**src/rtl/pool_stride_decimator.sv**
```systemverilog
// pool_stride_decimator
// Takes the stride-1 stream of pooled window results, tracks the raster
// position of each accepted beat and forwards only the windows that lie fully
// inside the image and sit on the stride grid. The last kept window of each
// frame is flagged with frame_done so the next layer can close its frame.
// Window position is the bottom-right pixel of the window.

module pool_stride_decimator #(
    parameter int D_WIDTH     = 8,
    parameter int CHANNELS    = 4,
    parameter int FILTER_SIZE = 2,
    parameter int IMAGE_SIZE  = 28,
    parameter int STRIDE      = 2
) (
    input  logic                          clk,
    input  logic                          rst_n,
    input  logic                          clk_en,
    input  logic [D_WIDTH*CHANNELS-1:0]   input_data,
    input  logic                          in_valid,
    output logic [D_WIDTH*CHANNELS-1:0]   output_data,
    output logic                          valid,
    output logic                          frame_done
);

    localparam int OUT_SIZE = (IMAGE_SIZE - FILTER_SIZE) / STRIDE + 1;
    localparam int CW       = (IMAGE_SIZE > 1) ? $clog2(IMAGE_SIZE) : 1;
    localparam int PW       = (STRIDE > 1) ? $clog2(STRIDE) : 1;
    localparam int DW       = D_WIDTH * CHANNELS;

    // First full-window position and last position that still lands on the grid.
    localparam logic [CW-1:0] POS_FIRST = CW'(FILTER_SIZE - 1);
    localparam logic [CW-1:0] POS_LAST  = CW'(FILTER_SIZE - 1 + (OUT_SIZE - 1) * STRIDE);
    localparam logic [CW-1:0] POS_MAX   = CW'(IMAGE_SIZE - 1);
    localparam logic [PW-1:0] PH_MAX    = PW'(STRIDE - 1);

    if (STRIDE < 1) begin : g_bad_stride
        $error("pool_stride_decimator: STRIDE must be >= 1");
    end
    if (FILTER_SIZE < 1) begin : g_bad_filter
        $error("pool_stride_decimator: FILTER_SIZE must be >= 1");
    end
    if (IMAGE_SIZE < FILTER_SIZE) begin : g_bad_image
        $error("pool_stride_decimator: IMAGE_SIZE must be >= FILTER_SIZE");
    end

    logic [CW-1:0] col_q, col_d;
    logic [CW-1:0] row_q, row_d;
    logic [PW-1:0] col_phase_q, col_phase_d;
    logic [PW-1:0] row_phase_q, row_phase_d;
    logic [DW-1:0] data_q, data_d;
    logic          valid_q, valid_d;
    logic          done_q, done_d;

    logic accept;
    logic col_full, row_full;
    logic col_in, row_in;
    logic keep;
    logic last_pos;

    // Keep decision for the current raster position.
    always_comb begin
        accept   = clk_en & in_valid;
        col_full = (col_q >= POS_FIRST);
        row_full = (row_q >= POS_FIRST);
        col_in   = (col_q <= POS_LAST);
        row_in   = (row_q <= POS_LAST);
        keep     = col_full & row_full & col_in & row_in &
                   (col_phase_q == '0) & (row_phase_q == '0);
        last_pos = (col_q == POS_LAST) & (row_q == POS_LAST);
    end

    // Raster position and stride phase advance; phases stay at 0 until the
    // first full window so that phase 0 always marks a grid position.
    always_comb begin
        col_d       = col_q;
        row_d       = row_q;
        col_phase_d = col_phase_q;
        row_phase_d = row_phase_q;
        if (accept) begin
            if (col_q == POS_MAX) begin
                col_d       = '0;
                col_phase_d = '0;
                if (row_q == POS_MAX) begin
                    row_d       = '0;
                    row_phase_d = '0;
                end else begin
                    row_d = row_q + 1'b1;
                    if (!row_full || row_phase_q == PH_MAX) begin
                        row_phase_d = '0;
                    end else begin
                        row_phase_d = row_phase_q + 1'b1;
                    end
                end
            end else begin
                col_d = col_q + 1'b1;
                if (!col_full || col_phase_q == PH_MAX) begin
                    col_phase_d = '0;
                end else begin
                    col_phase_d = col_phase_q + 1'b1;
                end
            end
        end
    end

    // Output stage: one enabled cycle of latency, data holds between kept beats.
    always_comb begin
        valid_d = valid_q;
        done_d  = done_q;
        data_d  = data_q;
        if (clk_en) begin
            valid_d = accept & keep;
            done_d  = accept & keep & last_pos;
            if (accept & keep) begin
                data_d = input_data;
            end
        end
    end

    // State registers; every next value already holds when clk_en is low.
    always_ff @(posedge clk or negedge rst_n) begin
        if (!rst_n) begin
            col_q       <= '0;
            row_q       <= '0;
            col_phase_q <= '0;
            row_phase_q <= '0;
            data_q      <= '0;
            valid_q     <= 1'b0;
            done_q      <= 1'b0;
        end else begin
            col_q       <= col_d;
            row_q       <= row_d;
            col_phase_q <= col_phase_d;
            row_phase_q <= row_phase_d;
            data_q      <= data_d;
            valid_q     <= valid_d;
            done_q      <= done_d;
        end
    end

    assign output_data = data_q;
    assign valid       = valid_q;
    assign frame_done  = done_q;

endmodule

```
**config.mk**
```make
export PLATFORM = sky130hd
export DESIGN_NAME = pool_stride_decimator
export DESIGN_NICKNAME = d
export VERILOG_FILES = /design/src/rtl/pool_stride_decimator.sv
export SDC_FILE = /design/constraint.sdc
export NUM_CORES = 1
export LEC_CHECK = 0
export BUFFER_PORTS_ARGS = -buffer_cell sky130_fd_sc_hd__buf_2
export CAP_MARGIN = 20
export CELL_PAD_IN_SITES_DETAIL_PLACEMENT = 0
export CELL_PAD_IN_SITES_GLOBAL_PLACEMENT = 1
export CORE_ASPECT_RATIO = 1.2
export CORE_MARGIN = 2
export CORE_UTILIZATION = 43
export CTS_BUF_LIST = sky130_fd_sc_hd__clkbuf_4 sky130_fd_sc_hd__clkbuf_8
export CTS_CLUSTER_SIZE = 30
export DETAILED_ROUTE_END_ITERATION = 7
export PLACE_DENSITY = 0.95
export RECOVER_POWER = 25
export SLEW_MARGIN = 20
export SYNTH_ARGS = -nofsm -noshare
export SYNTH_HDL_FRONTEND = slang
export SYNTH_SLANG_ARGS = --single-unit
```
**constraint.sdc**
```tcl
create_clock -name clk -period 3.96 [get_ports clk]
set_clock_uncertainty 0.15 [all_clocks]
set_input_delay 0.396 -clock clk [delete_from_list [all_inputs] [get_ports clk]]
set_output_delay 0.396 -clock clk [all_outputs]
set_load 0.01 [all_outputs]
```
# Yosys cells after proc, flatten, opt, wreduce, memory -nomap -nowiden
# Index checks and enable logic that the tools add are counted.
# totals
ff_bits,46
input_bits,36
out_inout_bits,34
wordCells,40
# classes
n_addsub,4
order_cmp,4
n_eq_ne,2
mux,6
n_bitwise,11
n_reduce_logical,6
# op_table
op,count
$add 5x1->5 const B,2
$eq 5x5->1 const B,2
$ge 5x1->1 const B,2
$le 5x5->1 const B,2
$mux 5,2
$and 1x1->1,9
$mux 1,4
$reduce_and 2->1,2
$add 1x1->1 const B,2
$logic_not 1->1,2
$logic_or 1x1->1,2
$not 1->1,2

# Depth between registers and ports, before layout
# logic_depth
depth_word,8
depth_mapped,8
mapped_depth_nobuf,7

# Worst setup path before layout
# Ideal clock, no wire load.
# synth_timing
kind,flip-flop to flip-flop
from,register col_q[0]
to,register data_q[0] (netlist: output_data[0])
setup_ns,0.125
arrival_time_ns,1.792
required_ns,3.685
setup_slack_ns,1.893
path_stages_with_launch,8
path_buffers,1
synth_period_minus_slack_ns,2.067
path_cell_list,dfrtp_1 -> ha_1 -> inv_1 -> a31oi_1 -> o22ai_1 -> nor3_4 -> buf_6 -> mux2_2
# synth_between
elab_chain_len,8
elab_cells_between_ends,9
cone_classes,order compare: 2; bitwise: 6; reduce/logical: 1
# synth_rtl
element,line,text
start: declaration,46,"logic [CW-1:0] col_q, col_d;"
start signal: assignment,130,col_q <= col_d;
$ge 5x1->1,63,col_full = (col_q >= POS_FIRST);
$and 1x1->1,67,keep = col_full & row_full & col_in & row_in &
$and 1x1->1 * (3 in series),67,
$and 1x1->1 *,68,(col_phase_q == '0) & (row_phase_q == '0);
$and 1x1->1 *,113,if (accept & keep) begin
$reduce_and 2->1 (no line) *,-,
end signal: assignment,134,data_q <= data_d;
end: declaration,50,"logic [DW-1:0] data_q, data_d;"
# Mark *: on every way between the ends. The rest lies on a longest branch, timed or not.
# A chain may end at the register's enable or synchronous reset.

# Worst setup path after layout
# layout_timing
from,register col_q[0]
to,register data_q[1] (netlist: output_data[1])
# Same word-level chain as after synthesis.

==> impl_results.md <==
* Largest fanout on the critical path at 33
* CP Data Required Time at 3.99 ns
* Die area at ~5100 um2
* Root buffer cell: clkbuf_8
* Setup_tns at 0 ns
* Synth top area cells: dfrtp_1, mux2_2, ha_1
* Drt total wl at ~3700 um
* Element type at the critical path end: flop
* Clock Sinks at 46
* Post-synthesis cell count at between 100 and 150
* #FFs+latches synth at 46
* Commonest cells after routing, fill and taps aside: buf_2, dfrtp_1, mux2_2
* Peak supply drop at about 0.23 mV
* Met3 usage at 0.03768
* Violated checks: capacitance limit, slew limit
* Num CTS Buffers at 5
* RSZ-0062 raised after global routing: no
* Gr ovfl total at 0
* Avg Inst Size Synth at around 13 um2
* Top-level I/O count at 70
* Distinct cells, synth at 26
* Slew HR at -0.5361
* Core footprint at roughly 4300 um2
* CTS Hold Buffers Added at 0
* Most common flop cell mapped by yosys: dfrtp_1
* Antenna violations before repair at 0
* Met2 usage at 0.2429
* Largest net degree at the start of global routing at between 40 and 50
* GRT Resource Usage Total at 0.1519
* Number of global-route vias before repair at ~1300
* Origin of the critical flop-to-flop path: col_q[0]$_DFFE_PN0P_
* Arr. time, crit path at between 2 and 2.5 ns
* Critical path, cell by cell: ha_1, inv_1, a31oi_1, o22ai_1, nor3_4, buf_4, mux2_2
* Register area share after synthesis at 0.5943
* First-pass GRT wire length at 5996 um
* Die extent in y at 77.52 um
* GR Util met1 at 0.1851
* H-tree levels at 2
* Setup bufs post-CTS at 0
* Worst path slowest cell: dfrtp_1
* Final nets at 260
* Worst r2r path cells at 7
* CP bufs+invs at 2
* Crit-path max cell delay at between 0.4 and 0.5 ns
* CP delay by family, top: buffers and inverters
* Post-synth ARST share at 1.000
* WHS Endpoint: output_data[4]$_DFFE_PN0P_
* Starting Density at 0.4510
* Vias per cell at around 5
* Period utilization at 0.5903
* Pwr/cell area at about 680 nW/um2
* Post-synth EDFFs at 0
* Via count at between 1000 and 1500
* Reg clk slew, reported paths at about 0.08 ns
* Diodes inserted at 0
* Outcome: finished with violations
* First-pass DRT Iterations at 4
* Switching Fraction at 0.3066
* Crit path time final at about 2.3 ns
* Max Clock Freq at 0.4278 GHz
* Top Usage Layer GRT: met2
* Area growth from synthesis to layout at 25.71%
* Post-synth top area share at 0.5943
* Reg-to-reg slack, setup at 1.62 ns
* Drt drc at 0
* CTS tree: built
* Wire length per cell at between 10 and 15 um
* Die W at roughly 65 um
* Synthesis warning total at 0
* LEAKAGE at approximately 0.0012 uW
* Min-delay src: input_data[4]
* Area post-placement at between 2000 and 2500 um2
* Switching power at roughly 510 uW
* Register share of total power at 0.466
* Gate power share at 0.326
* P_int at around 1200 uW
* CTS max path bufs at 2
* Fin. Hold Viols at 0
* Worst slew pin tran at around 2.3 ns
* Layout cells sized above 1 at 0.4977
* Post-Syn Nets at 187
* Pins over their slew limit at 47
* Synth Cell Area at around 1900 um2
* WS Path Type: flop to flop
* Final setup violation count at 0
* Max Cap Viol at 1
* Worst skew pair latency at 0.29 ns
* FP Rows at 26
* Dominant cell type by area after synthesis: dfrtp_1
* Cell area after layout at roughly 2400 um2
* IO buf count at about 70
* Resized cells post-CTS at 0
* Critical R2R Capture: output_data[1]$_DFFE_PN0P_
* DP Wirelength at roughly 2700 um
* Worst min path class: primary input to flop
* Drt initial violations at a little over 80
* Hold path depth at 2
* Nature of the critical path startpoint: flop
* DRT antenna net count at 0
* GP Congestion at between 0.8 and 0.9
* Total chip power at 1666 uW
* Most common cell after layout, fill and taps aside: buf_2
* Clock Power Share at 0.208
==> metrics by stage <==
step	hold slack [ns]	worst slack, ns	instances	utilization
6_report	0.1728	1.623	277	0.5670
5_1_grt	0.1680	1.247	277	0.5670
4_1_cts	0.1411	1.623	277	0.5673
3_5_place_dp	0.3163	1.612	269	0.5408
3_3_place_gp	0.3099	1.648	269	0.5408
2_1_floorplan	-0.04959	1.893	147	-
==> power by group through the flow <==
stage | registers [uW] | logic (uW) | clock network, uW
3_5_place_dp | 786 | 553 | 0
3_3_place_gp | 778 | 539 | 0
5_1_grt | 804 | 599 | 373
6_report | 776 | 543 | 347
2_1_floorplan | 859 | 237 | 0
4_1_cts | 777 | 553 | 356
==> layout make-up <==
class	count	area (um2)
Inverter	5	18.77
Tap cell	56	70.07
Clock buffer	7	83.83
Timing Repair Buffer	70	351.6
Multi-Input combinational cell	92	729.5
Fill cell	369	1859
Clock inverter	1	30.03
Sequential cell	46	1151
==> worst register-to-register path: stages (launching register included) <==
cell and delay (ns):
dfrtp_1 0.45, ha_1 0.25, inv_1 0.07, a31oi_1 0.18
o22ai_1 0.15, nor3_4 0.19, buf_4 0.39, mux2_2 0.40
==> how the worst max path moves through the flow <==
stage | startpoint | cells past startpoint | slack (ns) | to
global route | rst_n | 1 | 1.25 | row_q[1]$_DFFE_PN0P_
detailed placement | col_q[0]$_DFFE_PN0P_ | 7 | 1.61 | output_data[24]$_DFFE_PN0P_
global placement | col_q[0]$_DFFE_PN0P_ | 7 | 1.65 | output_data[0]$_DFFE_PN0P_
finish | col_q[0]$_DFFE_PN0P_ | 7 | 1.62 | output_data[1]$_DFFE_PN0P_
floorplan | col_q[0]$_DFFE_PN0P_ | 7 | 1.89 | output_data[0]$_DFFE_PN0P_
CTS | col_q[0]$_DFFE_PN0P_ | 7 | 1.62 | output_data[24]$_DFFE_PN0P_
==> synth_stat cells, types with 3 or more instances <==
master	instances
nor2_1	5
mux2_2	31
o21ai_0	10
inv_1	5
a31oi_1	3
a21o_1	3
ha_1	4
nor4_1	3
buf_6	3
dfrtp_1	46
nand3_1	4
nand2_1	12
==> metal layers <==
layer	vias to the layer above	part of all wire
met2	67	0.48
met5	-	0
met1	641	0.41
li1	671	-
met4	0	0.025
met3	7	0.082
==> flip-flops by register name, indices dropped and copies added (netlist names) <==
| signal | cells |
|---|---|
| output_data | 32 |
| col_q | 5 |
| row_q | 5 |
| col_phase_q | 1 |
| frame_done | 1 |
| row_phase_q | 1 |
| valid | 1 |
==> kinds of logic after synthesis <==
| group | share of synthesized area |
|---|---|
| adder cells (fa/ha/maj) | 0.02584 |
| AO/OA/AOI/OAI | 0.05879 |
| AND/OR/NAND/NOR | 0.09561 |
| buffers and inverters | 0.02907 |
| XOR/XNOR | 0.004523 |
| multiplexers | 0.1919 |
| flip-flops | 0.5943 |
No activity file was read; power rests on OpenSTA's default activity.
